--- src/rtl/commu_head_if.sv ---
// Header-transmitter handshake bundle: start strobe and config in, serial line and status out.
`timescale 1ns/1ps
interface commu_head_if;
  logic        fire_head;
  logic        done_head;
  logic [7:0]  cfg_id;
  logic [15:0] cfg_len;
  logic        tx_head;
  logic        busy_head;

  modport master (output fire_head, cfg_id, cfg_len, input done_head, tx_head, busy_head);
  modport slave  (input fire_head, cfg_id, cfg_len, output done_head, tx_head, busy_head);
endinterface

--- src/rtl/commu_head.sv ---
// Sends the 5-byte frame header EB 90 id len_hi len_lo as UART 8N1; done 1+50*BAUD_DIV cycles after fire.
// No backpressure: fire_head is accepted only in S_IDLE and ignored otherwise.
`timescale 1ns/1ps
module commu_head #(
  parameter logic [15:0] BAUD_DIV = 16'd868
) (
  input  logic         clk_sys,
  input  logic         rst_n,
  commu_head_if.slave  hd
);

  typedef enum logic [2:0] {S_IDLE, S_START, S_DATA, S_STOP, S_DONE} state_t;

  state_t      state, state_nxt;
  logic [15:0] baud_cnt, baud_nxt;
  logic [2:0]  bit_cnt, bit_nxt;
  logic [2:0]  byte_cnt, byte_nxt;
  logic [7:0]  id_q;
  logic [15:0] len_q;
  logic        tx_q, tx_nxt;
  logic        bit_end;
  logic [7:0]  byte_cur;

  assign bit_end = (baud_cnt == BAUD_DIV - 16'd1);

  always_ff @(posedge clk_sys or negedge rst_n) begin
    if (!rst_n) begin
      state    <= S_IDLE;
      baud_cnt <= 16'd0;
      bit_cnt  <= 3'd0;
      byte_cnt <= 3'd0;
      id_q     <= 8'd0;
      len_q    <= 16'd0;
      tx_q     <= 1'b1;
    end else begin
      state    <= state_nxt;
      baud_cnt <= baud_nxt;
      bit_cnt  <= bit_nxt;
      byte_cnt <= byte_nxt;
      tx_q     <= tx_nxt;
      if (state == S_IDLE && hd.fire_head) begin
        id_q  <= hd.cfg_id;
        len_q <= hd.cfg_len;
      end
    end
  end

  always_comb begin
    state_nxt = state;
    baud_nxt  = baud_cnt + 16'd1;
    bit_nxt   = bit_cnt;
    byte_nxt  = byte_cnt;
    case (state)
      S_IDLE: begin
        baud_nxt = 16'd0;
        bit_nxt  = 3'd0;
        byte_nxt = 3'd0;
        if (hd.fire_head) state_nxt = S_START;
      end
      S_START: begin
        if (bit_end) begin
          baud_nxt  = 16'd0;
          state_nxt = S_DATA;
        end
      end
      S_DATA: begin
        if (bit_end) begin
          baud_nxt = 16'd0;
          bit_nxt  = bit_cnt + 3'd1;
          if (bit_cnt == 3'd7) state_nxt = S_STOP;
        end
      end
      S_STOP: begin
        if (bit_end) begin
          baud_nxt = 16'd0;
          if (byte_cnt == 3'd4) begin
            byte_nxt  = 3'd0;
            state_nxt = S_DONE;
          end else begin
            byte_nxt  = byte_cnt + 3'd1;
            state_nxt = S_START;
          end
        end
      end
      S_DONE: begin
        baud_nxt  = 16'd0;
        bit_nxt   = 3'd0;
        byte_nxt  = 3'd0;
        state_nxt = S_IDLE;
      end
      default: begin
        baud_nxt  = 16'd0;
        bit_nxt   = 3'd0;
        byte_nxt  = 3'd0;
        state_nxt = S_IDLE;
      end
    endcase
  end

  // tx is registered from next-state values so the start bit lands on the cycle right after fire.
  always_comb begin
    case (byte_nxt)
      3'd0:    byte_cur = 8'hEB;
      3'd1:    byte_cur = 8'h90;
      3'd2:    byte_cur = id_q;
      3'd3:    byte_cur = len_q[15:8];
      default: byte_cur = len_q[7:0];
    endcase
    tx_nxt = 1'b1;
    case (state_nxt)
      S_START: tx_nxt = 1'b0;
      S_DATA:  tx_nxt = byte_cur[bit_nxt];
      default: tx_nxt = 1'b1;
    endcase
    hd.done_head = (state == S_DONE);
    hd.busy_head = (state != S_IDLE);
    hd.tx_head   = tx_q;
  end

endmodule

--- src/flat_wrapper.sv ---
// flat-port wrapper written by rule: the top's interface ports become plain ports
module commu_head_flat 
#(
  parameter logic [15:0] BAUD_DIV = 16'd868
)
  (clk_sys, rst_n, hd_fire_head, hd_cfg_id, hd_cfg_len, hd_done_head, hd_tx_head, hd_busy_head);
  commu_head_if hd_i ();
  input  logic clk_sys;
  input  logic rst_n;
  input wire logic [$bits(hd_i.fire_head)-1:0] hd_fire_head;
  input wire logic [$bits(hd_i.cfg_id)-1:0] hd_cfg_id;
  input wire logic [$bits(hd_i.cfg_len)-1:0] hd_cfg_len;
  output wire logic [$bits(hd_i.done_head)-1:0] hd_done_head;
  output wire logic [$bits(hd_i.tx_head)-1:0] hd_tx_head;
  output wire logic [$bits(hd_i.busy_head)-1:0] hd_busy_head;
  assign hd_i.fire_head = hd_fire_head;
  assign hd_i.cfg_id = hd_cfg_id;
  assign hd_i.cfg_len = hd_cfg_len;
  assign hd_done_head = hd_i.done_head;
  assign hd_tx_head = hd_i.tx_head;
  assign hd_busy_head = hd_i.busy_head;
  commu_head #(.BAUD_DIV(BAUD_DIV)) u_core (.clk_sys(clk_sys), .rst_n(rst_n), .hd(hd_i));
endmodule
--- config.mk ---
export PLATFORM = sky130hd
export DESIGN_NAME = commu_head_flat
export DESIGN_NICKNAME = d
export VERILOG_FILES = /design/src/rtl/commu_head_if.sv /design/src/rtl/commu_head.sv /design/src/flat_wrapper.sv
export SDC_FILE = /design/constraint.sdc
export NUM_CORES = 1
export LEC_CHECK = 0
export CORE_UTILIZATION = 30
export DETAILED_ROUTE_END_ITERATION = 12
export SLEW_MARGIN = 40
export SYNTH_ARGS = -nofsm -noshare
export SYNTH_HDL_FRONTEND = slang
export SYNTH_SLANG_ARGS = --single-unit
export TNS_END_PERCENT = 20
--- constraint.sdc ---
create_clock -name clk_sys -period 3.9 [get_ports clk_sys]
set_clock_uncertainty 0.2 [all_clocks]
set_input_delay 0.585 -clock clk_sys [delete_from_list [all_inputs] [get_ports clk_sys]]
set_output_delay 0.585 -clock clk_sys [all_outputs]
set_load 0.01 [all_outputs]
==> flow_metrics.tcl, run 1 <==
set metrics [dict create \
    status "finished clean" \
    rr_startpoint "u_core.baud_cnt[0]" \
    cts_max_path_buffers 2 \
    swShare 0.2627 \
    die_x_um 96.39 \
    clock-sinks 50 \
    drv_cap 0 \
    end_kind "flop" \
    gp_congestion 0.8052 \
    grt_max_degree 32 \
    antenna_left 0 \
    worstPathRequired_ns 3.93 \
    ys_seq_area_frac 0.4686 \
    fmax_mhz 333.9 \
    crit_start "u_core.baud_cnt[0]" \
    power.density_mw_per_mm2 423.2 \
    regArea_sq_mm 0.001252 \
    cts-resized-gates 0 \
    wl_per_cell_um 14.36 \
    synth.avg_cell_area_sq_um 10.61 \
    finalCritPeriodShare 0.7680 \
    drive_gt1_frac 0.1767 \
    synth-edff-count 0 \
    insertion_delay_ns 0.31 \
    first_pass_iters 4 \
    clkPwrFrac 0.283 \
    finalSetupTns_ns 0 \
    first_iter_violations 89 \
    synthToLayoutAreaGrowth_pct 18.96 \
    core_area_sq_mm 0.008678 \
    fill_cells 909 \
    synth_ff_type "dfrtp_1" \
    critPathLaunchType "flop" \
    slew_viol_final 0 \
    critPathArrivalTime_ns 3.03 \
    slew_headroom 0.5296 \
    min_path_type "in -> async" \
    ios 30 \
    dp_hpwl_um 4162 \
    tightest_slew_ns 0.7056 \
    start_util 0.3080 \
    cp_max_fo 8 \
    vias 1959 \
    multiInputGateArea_sq_mm 0.001326 \
    rsz0062_at_grt "no" \
    grt_first_pass_wirelength_um 9653 \
    die_area_sq_mm 0.009290 \
    setup_viol 0 \
    pwr-share-seq 0.541 \
    cts_hold_buf 0 \
    overflow 0 \
    ctsHtreeMaxLevel 2 \
    ys_types 53 \
    numPortBuffers 29 \
    hold_viol_final 0 \
    clk_pin_slew_ns 0.09 \
    grt_pass1_vias 1894 \
    netlist_instances 252 \
    internal_power_uw 991.9 \
    grt_antenna_before_repair 0 \
    ir_drop_mv 0.1731 \
    die_h_um 96.39 \
    whs_ns 0.1235 \
    viasPerCell 5.010 \
    p_switching_uw 353.5 \
    cts_buffers 5 \
    root_buffer "clkbuf_8" \
    leakage_uw 0.001325 \
    ys_warn_count 0 \
    worstSetupPathType "reg -> reg" \
    cts_tree "done" \
    syn_area_sq_mm 0.002673 \
    mappedNetlistNets 284 \
    grt_usage 0.1380 \
    row_count 34 \
    finalCriticalPeriod_ns 2.995 \
    nNetsFinal 314 \
    antennaDiodeCount 0 \
    power_frac_comb 0.176 \
    synth-async-reset-ratio 1.000 \
    ys_seq_elements 50 \
    drc_errors 0 \
    finalWirelength_um 5613 \
    cts_setup_buffers 0 \
]
==> kinds of logic after synthesis <==
group,share of synthesized area
mux,0.1119
flops,0.4686
buf+inv,0.03605
simple gates,0.1868
xor+xnor,0.04916
compound gates,0.1241
fa+ha+maj,0.02341
==> critical path, stage by stage (launching register included) <==
cell and delay (ns):
dfrtp_1 0.39, ha_1 0.22, and4bb_1 0.33, and4_1 0.48, a211oi_2 0.16, nor2_1 0.49
a2111oi_2 0.15, nor4b_1 0.31, o21ai_1 0.13, o211ai_2 0.07
==> layer usage <==
layer  routed length [um]  global-route usage  part of all wire  vias up
li1                     -                   -                 -      959
met1                 2548              0.1816              0.45      954
met2                 2739              0.2157              0.49       36
met3                  156             0.02504             0.028       10
met4                  167             0.07353             0.030        0
met5                    0                   0                 0        -
==> cell usage in the layout (no fill, tap or decap), drive strengths merged, types with 3 or more instances in the layout <==
master	instances
nand2	19
a211oi	4
clkdlybuf4s50	28
clkbuf	7
xor2	8
dfrtp	49
nor4	3
o21ai	12
mux2i	4
nand4	3
buf	3
xnor2	7
and3	4
inv	13
ha	5
o31ai	3
nand3	14
nor3	6
or3	3
a21oi	9
mux2	23
nor2	29
==> state kept, by name, indices dropped and copies added, names as in the netlist <==
signal and cells:
u_core.byte_cnt 3, u_core.hd.tx_head 1, u_core.baud_cnt 16, u_core.bit_cnt 3, u_core.id_q 8, u_core.len_q 16
u_core.state 3
==> final cells by class <==
type	count	share of cell area
Multi-Input combinational cell	181	0.4172
Sequential cell	50	0.3939
Timing Repair Buffer	31	0.09445
Tap cell	108	0.04250
Clock buffer	7	0.02715
Inverter	13	0.01535
Clock inverter	1	0.009445
==> cell usage after synthesis (2+ instances only) <==
cell        n  area share
buf_2       2      0.0037
o311a_1     2      0.0075
dfrtp_1    49        0.46
ha_1        5       0.023
and3_1      4      0.0094
mux2_2     23       0.097
a211oi_1    3      0.0084
o31ai_1     3      0.0084
nand3_1    14       0.026
inv_2       3      0.0042
xor2_1      8       0.026
buf_6       2      0.0084
clkbuf_1    4      0.0056
nand4_1     2      0.0047
a2111oi_2   2       0.011
nor2b_1     2      0.0047
nand2_1    19       0.027
o21ai_1     2      0.0037
or3_1       3      0.0070
xnor2_1     7       0.023
nor2_1     27       0.038
nor2_4      2      0.0084
a21oi_1     9       0.017
a41oi_1     2      0.0066
nor3_1      5      0.0094
mux2i_1     4       0.015
o21ai_0     9       0.017
inv_1      10       0.014
==> power by group through the flow <==
stage               combinational (uW)  sequential (uW)  clock [uW]
finish                             237              728         381
detailed placement                 241              743           0
CTS                                243              732         395
global route                       266              748         419
global placement                   235              740           0
floorplan                          174              704           0
==> per-stage QoR <==
stage	util	worst slack [ns]	cell area (sq um)	cells	power [uW]
floorplan	-	1.303	2673	252	877.4
global placement	0.3529	0.9846	3063	383	974.6
detailed placement	0.3529	0.9412	3063	383	983.6
CTS	0.3663	0.9025	3179	391	1370
global route	0.3663	0.6451	3179	391	1432
finish	0.3663	0.9049	3179	391	1345
==> worst paths after layout <==
path                                      end  slack [ns]  depth (start not counted)
max                         u_core.hd.tx_head        0.90                          9
min                          u_core.len_q[13]        0.12                          1
max reg2reg                 u_core.hd.tx_head        0.90                          9
min reg2reg                u_core.baud_cnt[0]        0.29                          1
max in group asynchronous  u_core.baud_cnt[0]        2.66                          2
min in group clk_sys       u_core.baud_cnt[0]        0.29                          1
Note: power is estimated with default switching activity, not from simulation.
==> run 2, diff against run 1 <==
==> constraint.sdc (replaced) <==
create_clock -name clk_sys -period 3.1 [get_ports clk_sys]
set_clock_uncertainty 0.2 [all_clocks]
set_input_delay 0.465 -clock clk_sys [delete_from_list [all_inputs] [get_ports clk_sys]]
set_output_delay 0.465 -clock clk_sys [all_outputs]
set_load 0.01 [all_outputs]
==> flow_metrics.tcl, run 2 (same netlist as run 1, synthesis figures left out) <==
set metrics [dict create \
    status "finished clean" \
    use_met1 0.1743 \
    clock-sinks 50 \
    grt_use_met3 0.02347 \
    leakage_uw 0.001341 \
    ir_drop_mv 0.2615 \
    tightest_slew_ns 0.4894 \
    slew_headroom 0.6730 \
    wl_per_cell_um 13.81 \
    top_usage_layer "met2" \
    drv_cap 0 \
    worstSetupPathType "reg -> reg" \
    power.density_mw_per_mm2 521.2 \
    die_area_sq_mm 0.009290 \
    grt_usage 0.1372 \
    fill_cells 892 \
    critPathArrivalTime_ns 2.90 \
    grt_max_degree 31 \
    pwr-share-seq 0.546 \
    antenna_left 0 \
    top_regs "u_core.baud_cnt x16, u_core.len_q x16, u_core.id_q x8" \
    cts_max_path_buffers 2 \
    finalSetupTns_ns 0 \
    p_switching_uw 447.6 \
    drc_errors 0 \
    clk_pin_slew_ns 0.10 \
    ios 30 \
    ctsHtreeMaxLevel 2 \
    core_area_sq_mm 0.008678 \
    power.total_uw 1675 \
    cts_setup_buffers 0 \
    worstPathRequired_ns 3.14 \
    swShare 0.2672 \
    viasPerCell 5.040 \
    row_count 34 \
    die_x_um 96.39 \
    slew_viol_final 0 \
    grt_pass1_vias 2040 \
    cts_buffers 5 \
    multiInputGateArea_sq_mm 0.001328 \
    layout_commonest_cell "dfrtp_1" \
    gp_congestion 0.8431 \
    layout_common_cells "49 x dfrtp_1, 28 x clkdlybuf4s50_1, 26 x nor2_1" \
    setup_viol 0 \
    numPortBuffers 29 \
    finalWirelength_um 5470 \
    start_util 0.3080 \
    antennaDiodeCount 0 \
    grt_antenna_before_repair 0 \
    whs_ns 0.2904 \
    finalCritPeriodShare 0.9245 \
    fmax_mhz 348.9 \
    root_buffer "clkbuf_8" \
    vias 1996 \
    dp_hpwl_um 4125 \
    end_kind "flop" \
    finalCriticalPeriod_ns 2.866 \
    min_path_type "reg -> reg" \
    hold_viol_final 0 \
    drive_gt1_frac 0.1944 \
    synthToLayoutAreaGrowth_pct 20.27 \
    rsz0062_at_grt "no" \
    first_iter_violations 60 \
    utilization 0.3704 \
    clkPwrFrac 0.277 \
    pre_cts_slack_ns 0.1278 \
    power_frac_comb 0.177 \
    gr-usage-met2 0.2252 \
    overflow 0 \
    grt_first_pass_wirelength_um 9673 \
    first_pass_iters 4 \
    cp_max_fo 14 \
    internal_power_uw 1228 \
    nNetsFinal 319 \
    layout_setup_ws_ns 0.2341 \
    cts_tree "done" \
    die_h_um 96.39 \
    critPathLaunchType "flop" \
    regArea_sq_mm 0.001252 \
    insertion_delay_ns 0.31 \
]
[run 2: cell types whose count changed in the layout (fill, tap and decap cells not counted)]
cell           before  now
buf_4               2    6
and4_1              1    0
and4_2              0    1
and4bb_1            1    0
and4bb_2            0    1
clkbuf_8            6    5
clkinvlp_4          0    1
dlygate4sd3_1       0    1
[run 2: worst paths after layout]
check,start,to,slack (ns),cells after the start
setup / recovery,u_core.baud_cnt[0],u_core.hd.tx_head,0.23,10
min in group asynchronous,rst_n,u_core.baud_cnt[0],0.44,2
hold / removal,u_core.baud_cnt[0],u_core.baud_cnt[0],0.29,1
max in group asynchronous,rst_n,u_core.hd.tx_head,1.47,3
setup reg to reg,u_core.baud_cnt[0],u_core.hd.tx_head,0.23,10
hold reg to reg,u_core.baud_cnt[0],u_core.baud_cnt[0],0.29,1
[run 2: power groups by stage]
stage | Clock (uW) | Combinational [uW] | Sequential [uW]
after floorplan | 0 | 218 | 886
after global placement | 0 | 293 | 926
after detailed placement | 0 | 302 | 930
after CTS | 473 | 304 | 917
after global routing | 501 | 337 | 932
final | 463 | 297 | 914
[run 2: what timing repair did]
action                                 CTS  global route
endpoints found under the hold margin   20             0
hold buffers                             1             0
resized for setup                        0             2
setup endpoints to repair                0             1
[run 2: per-layer routing]
metal  vias to the layer above  share of wire  wire length, um
li1                        972              -                -
met1                       978           0.45             2462
met2                        37           0.49             2703
met3                         9          0.029              160
met4                         0          0.026              144
met5                         -              0                0
[run 2: cell type report]
| class | instances | area share |
|---|---|---|
| clock inverter | 2 | 0.01168 |
| timing repair buffer | 36 | 0.1059 |
| tap | 108 | 0.04204 |
| sequential | 50 | 0.3896 |
| multi-input combinational | 181 | 0.4130 |
| clock buffer | 6 | 0.02258 |
| inverter | 13 | 0.01518 |
[run 2: critical path: stages (launching register included)]
cell       delay, ns
dfrtp_1         0.40
ha_1            0.24
and4bb_2        0.32
nand4_4         0.19
o311a_1         0.43
nor2_4          0.15
inv_2           0.14
a2111oi_2       0.28
o21ai_0         0.13
a21boi_1        0.19
o211ai_2        0.11
[run 2: per-stage QoR]
stage,cells,cell area [sq um]
floorplan,252,2673
global placement,387,3093
detailed placement,387,3093
CTS,396,3213
global route,396,3214
finish,396,3214
==> run 3, diff against run 2 <==
--- a/config.mk
+++ b/config.mk
@@ -5,8 +5,10 @@
 export SDC_FILE = /design/constraint.sdc
 export NUM_CORES = 1
 export LEC_CHECK = 0
+export CORE_MARGIN = 5
 export CORE_UTILIZATION = 30
 export DETAILED_ROUTE_END_ITERATION = 12
+export SETUP_SLACK_MARGIN = 0.5
 export SLEW_MARGIN = 40
 export SYNTH_ARGS = -nofsm -noshare
 export SYNTH_HDL_FRONTEND = slang
==> flow_metrics.tcl, run 3 (same netlist as run 1, synthesis figures left out) <==
set metrics [dict create \
    status "finished clean" \
    critPathLaunchType "flop" \
    slew_headroom 0.5760 \
    root_buffer "clkbuf_8" \
    hold_viol_final 0 \
    min_path_type "in -> async" \
    layout_common_cells "48 x dfrtp_1, 28 x clkdlybuf4s50_1, 26 x nor2_1" \
    ios 30 \
    nNetsFinal 333 \
    clock-sinks 50 \
    vias 2060 \
    rrSetupSlack_ns 0.45 \
    crit_chain "and4bb_2, buf_4, a41oi_2, a211oi_2, nor2_1, buf_4, a211oi_1, nand3_1, o2111ai_1, o211ai_2" \
    layout_commonest_cell "dfrtp_1" \
    insertion_delay_ns 0.30 \
    antenna_left 0 \
    finalCritPeriodShare 0.8564 \
    finalSetupTns_ns 0 \
    grt_first_pass_wirelength_um 9901 \
    regArea_sq_mm 0.001254 \
    critPathArrivalTime_ns 2.68 \
    drive_gt1_frac 0.2748 \
    ir_drop_mv 0.3020 \
    rsz0062_at_grt "yes" \
    cpMostUsedCell "buf_4" \
    end_kind "flop" \
    worstPathRequired_ns 3.13 \
    tightest_slew_ns 0.6360 \
    finalWirelength_um 6059 \
    die_x_um 104.4 \
    power.density_mw_per_mm2 501.9 \
    cts_hold_buf 0 \
    row_count 34 \
    first_iter_violations 89 \
    ctsHtreeMaxLevel 2 \
    cts_buffers 5 \
    power.total_uw 1716 \
    antennaDiodeCount 0 \
    slew_viol_final 0 \
    cts_max_path_buffers 2 \
    synthToLayoutAreaGrowth_pct 27.90 \
    grt_antenna_before_repair 0 \
    finalCriticalPeriod_ns 2.655 \
    wl_per_cell_um 14.78 \
    whs_ns 0.06449 \
    critPathBufInv 2 \
    pre_cts_slack_ns 0.1318 \
    cp_top_family "compound AO/OA/AOI/OAI gates" \
    fmax_mhz 376.7 \
    gp_congestion 0.8475 \
    clk_pin_slew_ns 0.10 \
    numPortBuffers 29 \
    viasPerCell 5.024 \
    overflow 0 \
    worstSetupPathType "reg -> reg" \
    drv_cap 0 \
    core_area_sq_mm 0.008721 \
    multiInputGateArea_sq_mm 0.001416 \
    dp_hpwl_um 4185 \
    fill_cells 828 \
    slowest_stage "dfrtp_1" \
    drc_errors 0 \
    grt_pass1_vias 2119 \
    top_regs "u_core.baud_cnt x16, u_core.len_q x16, u_core.id_q x8" \
    rr_startpoint "u_core.baud_cnt[7]" \
    die_h_um 104.4 \
    setup_viol 0 \
    cts_tree "done" \
    grt_usage 0.1086 \
    first_pass_iters 4 \
    die_area_sq_mm 0.01090 \
    utilization 0.3920 \
    grt_max_degree 51 \
    cpPeakStageDelay_ns 0.47 \
    cp_max_fo 6 \
    layout_setup_ws_ns 0.4452 \
    crit_start "u_core.baud_cnt[7]" \
    leakage_uw 0.001421 \
    start_util 0.3065 \
]
## run 3: timing repair
item                                   in CTS  in global routing
endpoints found under the hold margin       0                  0
setup buffers                              11                  5
setup endpoints to repair                   1                  2
pin swaps                                   8                  9
gates resized for setup                    11                 11
## run 3: power breakdown
group / internal, uW / switching [uW]
clock: 240 / 222
combinational: 211 / 129
sequential: 804 / 110
## run 3: through the flow
| stage | area, sq um | instances |
|---|---|---|
| after floorplan | 2673 | 252 |
| final | 3418 | 410 |
| after detailed placement | 3085 | 386 |
| after global routing | 3418 | 410 |
| after global placement | 3085 | 386 |
| after CTS | 3322 | 405 |
## run 3: worst register-to-register path: cells and delay by family, from the launching register on
kind	cells	cell delay (ns)
flops	1	0.47
compound gates	5	0.91
buf+inv	2	0.33
simple gates	3	0.68
## run 3: path summary, 6_finish.rpt
kind,end,depth (start not counted)
min in group clk_sys,u_core.len_q[1],1
min reg2reg,u_core.len_q[1],1
max in group asynchronous,u_core.baud_cnt[2],2
max reg2reg,u_core.hd.tx_head,10
min,u_core.len_q[13],2
max,u_core.hd.tx_head,10
## run 3: final cells by class
| class | instances | area share |
|---|---|---|
| clock buffers | 5 | 0.02013 |
| clock inverters | 3 | 0.01318 |
| inverters | 13 | 0.01647 |
| multi-input cells | 181 | 0.4143 |
| flip-flops and latches | 50 | 0.3668 |
| well taps | 108 | 0.03953 |
| repair buffers | 50 | 0.1296 |
## run 3: per-layer routing
| layer | up-vias | global-route usage | part of all wire |
|---|---|---|---|
| met5 | - | 0 | 0 |
| met4 | 0 | 0.03793 | 0.016 |
| met3 | 10 | 0.02048 | 0.035 |
| met2 | 41 | 0.1937 | 0.52 |
| met1 | 1012 | 0.1291 | 0.42 |
| li1 | 997 | - | - |
